===== src/rtl/calc_pkg.sv =====
// Shared calculator-keypad definitions: encoder state codes, operator codes
// and the row/column key map consumed by the keypad encoder.
package calc_pkg;

    localparam int unsigned STATE_W = 2;
    localparam int unsigned KEY_W   = 4;

    localparam logic [STATE_W-1:0] ST_SCAN     = 2'd0;
    localparam logic [STATE_W-1:0] ST_DEBOUNCE = 2'd1;
    localparam logic [STATE_W-1:0] ST_HOLD     = 2'd2;
    localparam logic [STATE_W-1:0] ST_RELEASE  = 2'd3;

    localparam logic [KEY_W-1:0] OP_ADD    = 4'hA;
    localparam logic [KEY_W-1:0] OP_SUB    = 4'hB;
    localparam logic [KEY_W-1:0] OP_MUL    = 4'hC;
    localparam logic [KEY_W-1:0] OP_DIV    = 4'hD;
    localparam logic [KEY_W-1:0] OP_CLEAR  = 4'hE;
    localparam logic [KEY_W-1:0] OP_EQUALS = 4'hF;

    // Indexed by {row, col}; entry 0 (row 0, column 0) is the rightmost element.
    localparam logic [15:0][KEY_W-1:0] KEY_MAP = {
        OP_DIV,   OP_EQUALS, 4'h0, OP_CLEAR,
        OP_MUL,   4'h9,      4'h8, 4'h7,
        OP_SUB,   4'h6,      4'h5, 4'h4,
        OP_ADD,   4'h3,      4'h2, 4'h1
    };

    function automatic logic [KEY_W-1:0] key_lookup(input logic [1:0] row, input logic [1:0] col);
        return KEY_MAP[{row, col}];
    endfunction

    // Index of the lowest-numbered row pulled low.
    function automatic logic [1:0] lowest_low_row(input logic [3:0] rows);
        logic [1:0] idx;
        idx = 2'd0;
        for (int i = 3; i >= 0; i--) begin
            if (!rows[i]) begin
                idx = 2'(i);
            end
        end
        return idx;
    endfunction

endpackage


===== src/rtl/keypad_bcd_encoder_kp_sync.sv =====
// Two-flop synchronizer for the asynchronous active-low keypad rows.
module kp_sync (
    input  logic       clk,
    input  logic       reset_n,
    input  logic [3:0] d,
    output logic [3:0] q
);

    logic [3:0] s1_q;
    logic [3:0] s2_q;

    // Idle keypad reads all-high, so reset to that.
    always_ff @(posedge clk or negedge reset_n) begin
        if (!reset_n) begin
            s1_q <= 4'hF;
            s2_q <= 4'hF;
        end else begin
            s1_q <= d;
            s2_q <= s1_q;
        end
    end

    assign q = s2_q;

endmodule


===== src/rtl/keypad_bcd_encoder.sv =====
// 4x4 keypad scanner: column scan, press/release debounce, one valid/ready
// transfer of the key code per press.
module keypad_bcd_encoder
    import calc_pkg::*;
#(
    parameter int unsigned SCAN_DIV     = 1000,
    parameter int unsigned DEBOUNCE_CNT = 500000
) (
    input  logic       clk,
    input  logic       reset_n,
    input  logic [3:0] row_in,
    output logic [3:0] col_out,
    output logic [3:0] key_code,
    output logic       key_valid,
    input  logic       key_ready,
    output logic       busy
);

    localparam int unsigned DIV_W = 16;
    localparam int unsigned CNT_W = 20;
    localparam logic [DIV_W-1:0] DIV_LAST = DIV_W'(SCAN_DIV - 1);
    localparam logic [CNT_W-1:0] CNT_DONE = CNT_W'(DEBOUNCE_CNT);

    logic [3:0]         rs;
    logic [STATE_W-1:0] state_q, state_d;
    logic [1:0]         col_q, col_d;
    logic [1:0]         row_q, row_d;
    logic [DIV_W-1:0]   div_q, div_d;
    logic [CNT_W-1:0]   cnt_q, cnt_d;
    logic [KEY_W-1:0]   code_q, code_d;
    logic               valid_q, valid_d;
    logic [3:0]         col_out_q, col_out_d;
    logic               busy_q, busy_d;
    logic [DIV_W-1:0]   div_inc;
    logic [CNT_W-1:0]   cnt_inc;
    logic               handshake;

    kp_sync u_sync (
        .clk     (clk),
        .reset_n (reset_n),
        .d       (row_in),
        .q       (rs)
    );

    assign div_inc   = (div_q == '1) ? div_q : div_q + DIV_W'(1);
    assign cnt_inc   = (cnt_q == '1) ? cnt_q : cnt_q + CNT_W'(1);
    assign handshake = valid_q & key_ready;

    // Next-state and output logic.
    always_comb begin
        state_d = state_q;
        col_d   = col_q;
        row_d   = row_q;
        div_d   = div_q;
        cnt_d   = cnt_q;
        code_d  = code_q;
        valid_d = valid_q;

        case (state_q)
            ST_SCAN: begin
                if (div_q == DIV_LAST) begin
                    div_d = '0;
                    if (rs != 4'hF) begin
                        row_d   = lowest_low_row(rs);
                        cnt_d   = '0;
                        state_d = ST_DEBOUNCE;
                    end else begin
                        col_d = col_q + 2'd1;
                    end
                end else begin
                    div_d = div_inc;
                end
            end
            ST_DEBOUNCE: begin
                if (!rs[row_q]) begin
                    cnt_d = cnt_inc;
                    if (cnt_inc >= CNT_DONE) begin
                        code_d  = key_lookup(row_q, col_q);
                        valid_d = 1'b1;
                        cnt_d   = '0;
                        state_d = ST_HOLD;
                    end
                end else begin
                    col_d   = col_q + 2'd1;
                    div_d   = '0;
                    cnt_d   = '0;
                    state_d = ST_SCAN;
                end
            end
            ST_HOLD: begin
                // Key stays pending until consumed, even if released meanwhile.
                if (handshake) begin
                    valid_d = 1'b0;
                    cnt_d   = '0;
                    state_d = ST_RELEASE;
                end
            end
            ST_RELEASE: begin
                if (rs == 4'hF) begin
                    cnt_d = cnt_inc;
                    if (cnt_inc >= CNT_DONE) begin
                        col_d   = 2'd0;
                        div_d   = '0;
                        cnt_d   = '0;
                        state_d = ST_SCAN;
                    end
                end else begin
                    cnt_d = '0;
                end
            end
            default: begin
                state_d = ST_SCAN;
            end
        endcase

        col_out_d = ~(4'b0001 << col_d);
        busy_d    = (state_d != ST_SCAN);
    end

    always_ff @(posedge clk or negedge reset_n) begin
        if (!reset_n) begin
            state_q   <= ST_SCAN;
            col_q     <= 2'd0;
            row_q     <= 2'd0;
            div_q     <= '0;
            cnt_q     <= '0;
            code_q    <= '0;
            valid_q   <= 1'b0;
            col_out_q <= 4'b1110;
            busy_q    <= 1'b0;
        end else begin
            state_q   <= state_d;
            col_q     <= col_d;
            row_q     <= row_d;
            div_q     <= div_d;
            cnt_q     <= cnt_d;
            code_q    <= code_d;
            valid_q   <= valid_d;
            col_out_q <= col_out_d;
            busy_q    <= busy_d;
        end
    end

    assign col_out   = col_out_q;
    assign key_code  = code_q;
    assign key_valid = valid_q;
    assign busy      = busy_q;

endmodule


===== config.mk =====
export PLATFORM = sky130hd
export DESIGN_NAME = keypad_bcd_encoder
export DESIGN_NICKNAME = d
export VERILOG_FILES = /design/src/rtl/calc_pkg.sv /design/src/rtl/keypad_bcd_encoder_kp_sync.sv /design/src/rtl/keypad_bcd_encoder.sv
export SDC_FILE = /design/constraint.sdc
export NUM_CORES = 1
export LEC_CHECK = 0
export CAP_MARGIN = 5
export CORE_MARGIN = 1
export CORE_UTILIZATION = 60
export CTS_BUF_LIST = sky130_fd_sc_hd__clkbuf_4
export DETAILED_ROUTE_END_ITERATION = 10
export PLACE_DENSITY = 0.87
export REMOVE_ABC_BUFFERS = 1
export SLEW_MARGIN = 0
export SYNTH_ARGS = -nofsm -noshare
export SYNTH_HDL_FRONTEND = slang
export SYNTH_HIERARCHICAL = 1
export SYNTH_SLANG_ARGS = --single-unit

===== constraint.sdc =====
create_clock -name clk -period 4 [get_ports clk]
set_clock_uncertainty 0.15 [all_clocks]
set_input_delay 0.8 -clock clk [delete_from_list [all_inputs] [get_ports clk]]
set_output_delay 0.8 -clock clk [all_outputs]
set_load 0.02 [all_outputs]

==> flow_metrics.py <==
metrics = {
    "run_status": {
        "status": "finished, final reports clean",
    },
    "sta": {
        "clock.fmax_mhz": 293.8,
        "tns_ns": 0,
        "final-setup-viol-count": 0,
        "timing.final.crit_share": 0.8510,
        "hold_viol_final": 0,
        "slew-limit-headroom": 0.3455,
        "slew_violations": 0,
        "worst_slew_pin_slew_ns": 0.9774,
        "rsz0062_at_grt": "false",
        "fin_crit_ns": 3.404,
    },
    "grt": {
        "grt_max_degree": 33,
        "grt_pass1_vias": 3187,
        "antenna_found_initial": 0,
        "grt-ovfl-total": 0,
        "grt_pass1_wl_um": 14970,
        "grt_use_total": 0.2985,
    },
    "worst_hold_path": {
        "hold_path_class": "reg -> reg",
    },
    "synth": {
        "netlist_area_um2": 3842,
        "netlist_top_cells_area": "dfrtp_1, dfstp_2, nand2_1",
        "synthFlopType": "dfrtp_1",
        "async_flop_share": 1.000,
        "yosysTopAreaCellShare": 0.3191,
        "synthDominantAreaCellType": "dfrtp_1",
        "syn_avg_cell_area_um2": 8.793,
        "ys_seq_elements": 60,
        "ys_warn_count": 6,
        "ys_seq_area_frac": 0.3943,
        "synth_edf_count": 0,
        "synthCells": 437,
        "yosys.cell_types.count": 68,
    },
    "power_and_ir_drop": {
        "power_density_nw_per_um2": 278.9,
        "p_leak_nw": 1.790,
        "ir_drop_v": 0.0002644,
    },
    "die": {
        "die-area_um2": 6728,
        "core_um2": 6061,
        "rows": 28,
        "die_w_um": 82.03,
        "die_y_um": 82.03,
        "pin_count": 17,
        "initial_core_util": 0.6340,
    },
    "cts": {
        "h-tree-depth": 3,
        "clk_path_buf_depth": 2,
        "post-cts-setup-buffers": 0,
        "clock_latency_ns": 0.44,
        "cts_tree": "done",
        "cts_root_buffer": "clkbuf_4",
        "hold_buffers": 0,
        "clkTransAtPathRegs_ns": 0.11,
        "cts_resized": 0,
        "cts.sinks": 60,
        "cts_buffers": 9,
    },
    "placed_design": {
        "hpwl_um": 6151,
        "place.gp.congestion": 0.9980,
        "post_dp_cell_area_um2": 3946,
        "port-buffer-count": 16,
    },
    "finish": {
        "fin_nets": 453,
        "layout_commonest_cell": "nand2_1",
        "final_cell_mix": "nand2_1, dfrtp_1, nor2_1, a21oi_1, o21ai_0",
        "stdcell_area_um2": 4113,
        "utilization": 0.6786,
        "drive_gt1_frac": 0.1191,
        "insertedDiodeCount": 0,
        "area_delta_synth_final_pct": 7.033,
    },
    "route": {
        "post_drt_wl_per_cell_um": 17.41,
        "vias": 3535,
        "via_per_inst": 6.798,
        "drt_iter0_markers": 292,
        "routed_wirelength_um": 9052,
        "dr.pass1.iters": 6,
        "ant_nets": 0,
        "route.detailed.drc": 0,
    },
    "job": {
        "maxCapViolCount": 0,
    },
    "critical_path": {
        "startpoint_type": "register",
        "critPathMaxFanout": 21,
        "cp.required_ns": 4.21,
        "arrival_ns": 3.62,
        "cp-end-kind": "register",
        "critPathKind": "reg -> reg",
    },
}
==> cell usage after synthesis, drive strengths merged (3+ instances only) <==
cell type	count
nand2	62
dfrtp	49
a21oi	27
nor2	27
o21ai	27
nand3	24
nand4	17
buf	16
nor3	14
clkbuf	13
inv	13
a21o	12
dfstp	11
mux2i	11
a31oi	10
nor4	10
and3	8
and4	7
ha	6
mux2	6
a21boi	5
a211oi	4
a22o	4
and2	4
nand2b	4
nor3b	4
o22ai	3
or2	3
or3	3
or4	3
==> flip-flops by register name (all words and copies together), names as in the netlist <==
| register | flops |
|---|---|
| cnt_q | 20 |
| div_q | 16 |
| col_out | 4 |
| key_code | 4 |
| u_sync/q | 4 |
| u_sync/s1_q | 4 |
| col_q | 2 |
| row_q | 2 |
| state_q | 2 |
| busy | 1 |
| key_valid | 1 |
==> where the power goes <==
| part | total (mW) | switching, mW | internal, mW |
|---|---|---|---|
| Combinational | 0.0217 | 0.0147 | 0.00702 |
| Sequential | 0.617 | 0.00287 | 0.614 |
| Clock | 0.508 | 0.252 | 0.256 |
| Total | 1.15 | 0.270 | 0.877 |
==> final timing paths <==
kind	depth (start not counted)	slack (ns)	end	start
min in group asynchronous	1	0.26	cnt_q[15]	reset_n
max reg2reg	10	0.60	cnt_q[16]	cnt_q[0]
min	0	0.21	u_sync/q[3]	u_sync/s1_q[3]
min reg2reg	0	0.21	u_sync/q[3]	u_sync/s1_q[3]
max in group asynchronous	2	2.54	col_out[3]	reset_n
max	10	0.60	cnt_q[16]	cnt_q[0]
==> area by class of cell <==
type / instances / area (um^2)
Clock buffer: 9 / 67.56
Multi-Input combinational cell: 335 / 2096
Inverter: 13 / 48.80
Sequential cell: 60 / 1515
Tap cell: 75 / 93.84
Fill cell: 465 / 1948
Timing Repair Buffer: 21 / 192.7
Clock inverter: 7 / 98.84
==> logic make-up (layout without fill, tap and decap cells) <==
| kind of cell | Yosys count | after routing | synth area share |
|---|---|---|---|
| XOR/XNOR | 2 | 2 | 0.004560 |
| AND/OR/NAND/NOR | 194 | 194 | 0.2654 |
| adder cells (fa/ha/maj) | 6 | 6 | 0.01954 |
| buffers and inverters | 42 | 50 | 0.06187 |
| multiplexers | 18 | 18 | 0.05210 |
| AO/OA/AOI/OAI | 115 | 115 | 0.2022 |
| flip-flops | 60 | 60 | 0.3943 |
==> stage by stage <==
step           setup slack, ns  hold WS [ns]  std cells  total power [mW]
5_1_grt                 0.3039        0.2170        520             1.190
3_5_place_dp            0.7470        0.1988        504            0.6510
6_report                0.5961        0.2092        520             1.147
3_3_place_gp            0.8260        0.1972        504            0.6500
4_1_cts                 0.6779        0.2160        520             1.159
2_1_floorplan            1.032        0.1952        408            0.6302
==> worst max-delay path, cell delays in order, from the launching register on <==
cell,delay [ns]
dfrtp_1,0.43
ha_1,0.29
and4_1,0.22
and4_1,0.28
a21boi_0,0.40
mux2i_1,0.30
nand4_1,0.27
a21boi_4,0.42
buf_4,0.32
a21oi_1,0.10
nor2_1,0.16
==> per-layer routing <==
layer / part of all wire / global-route usage / vias to the layer above
met1: 0.44 / 0.3970 / 1689
met2: 0.46 / 0.4587 / 185
met5: 0 / 0 / -
met3: 0.072 / 0.07000 / 36
met4: 0.026 / 0.1404 / 0
li1: - / - / 1625
No activity file was read; power rests on OpenSTA's default activity.
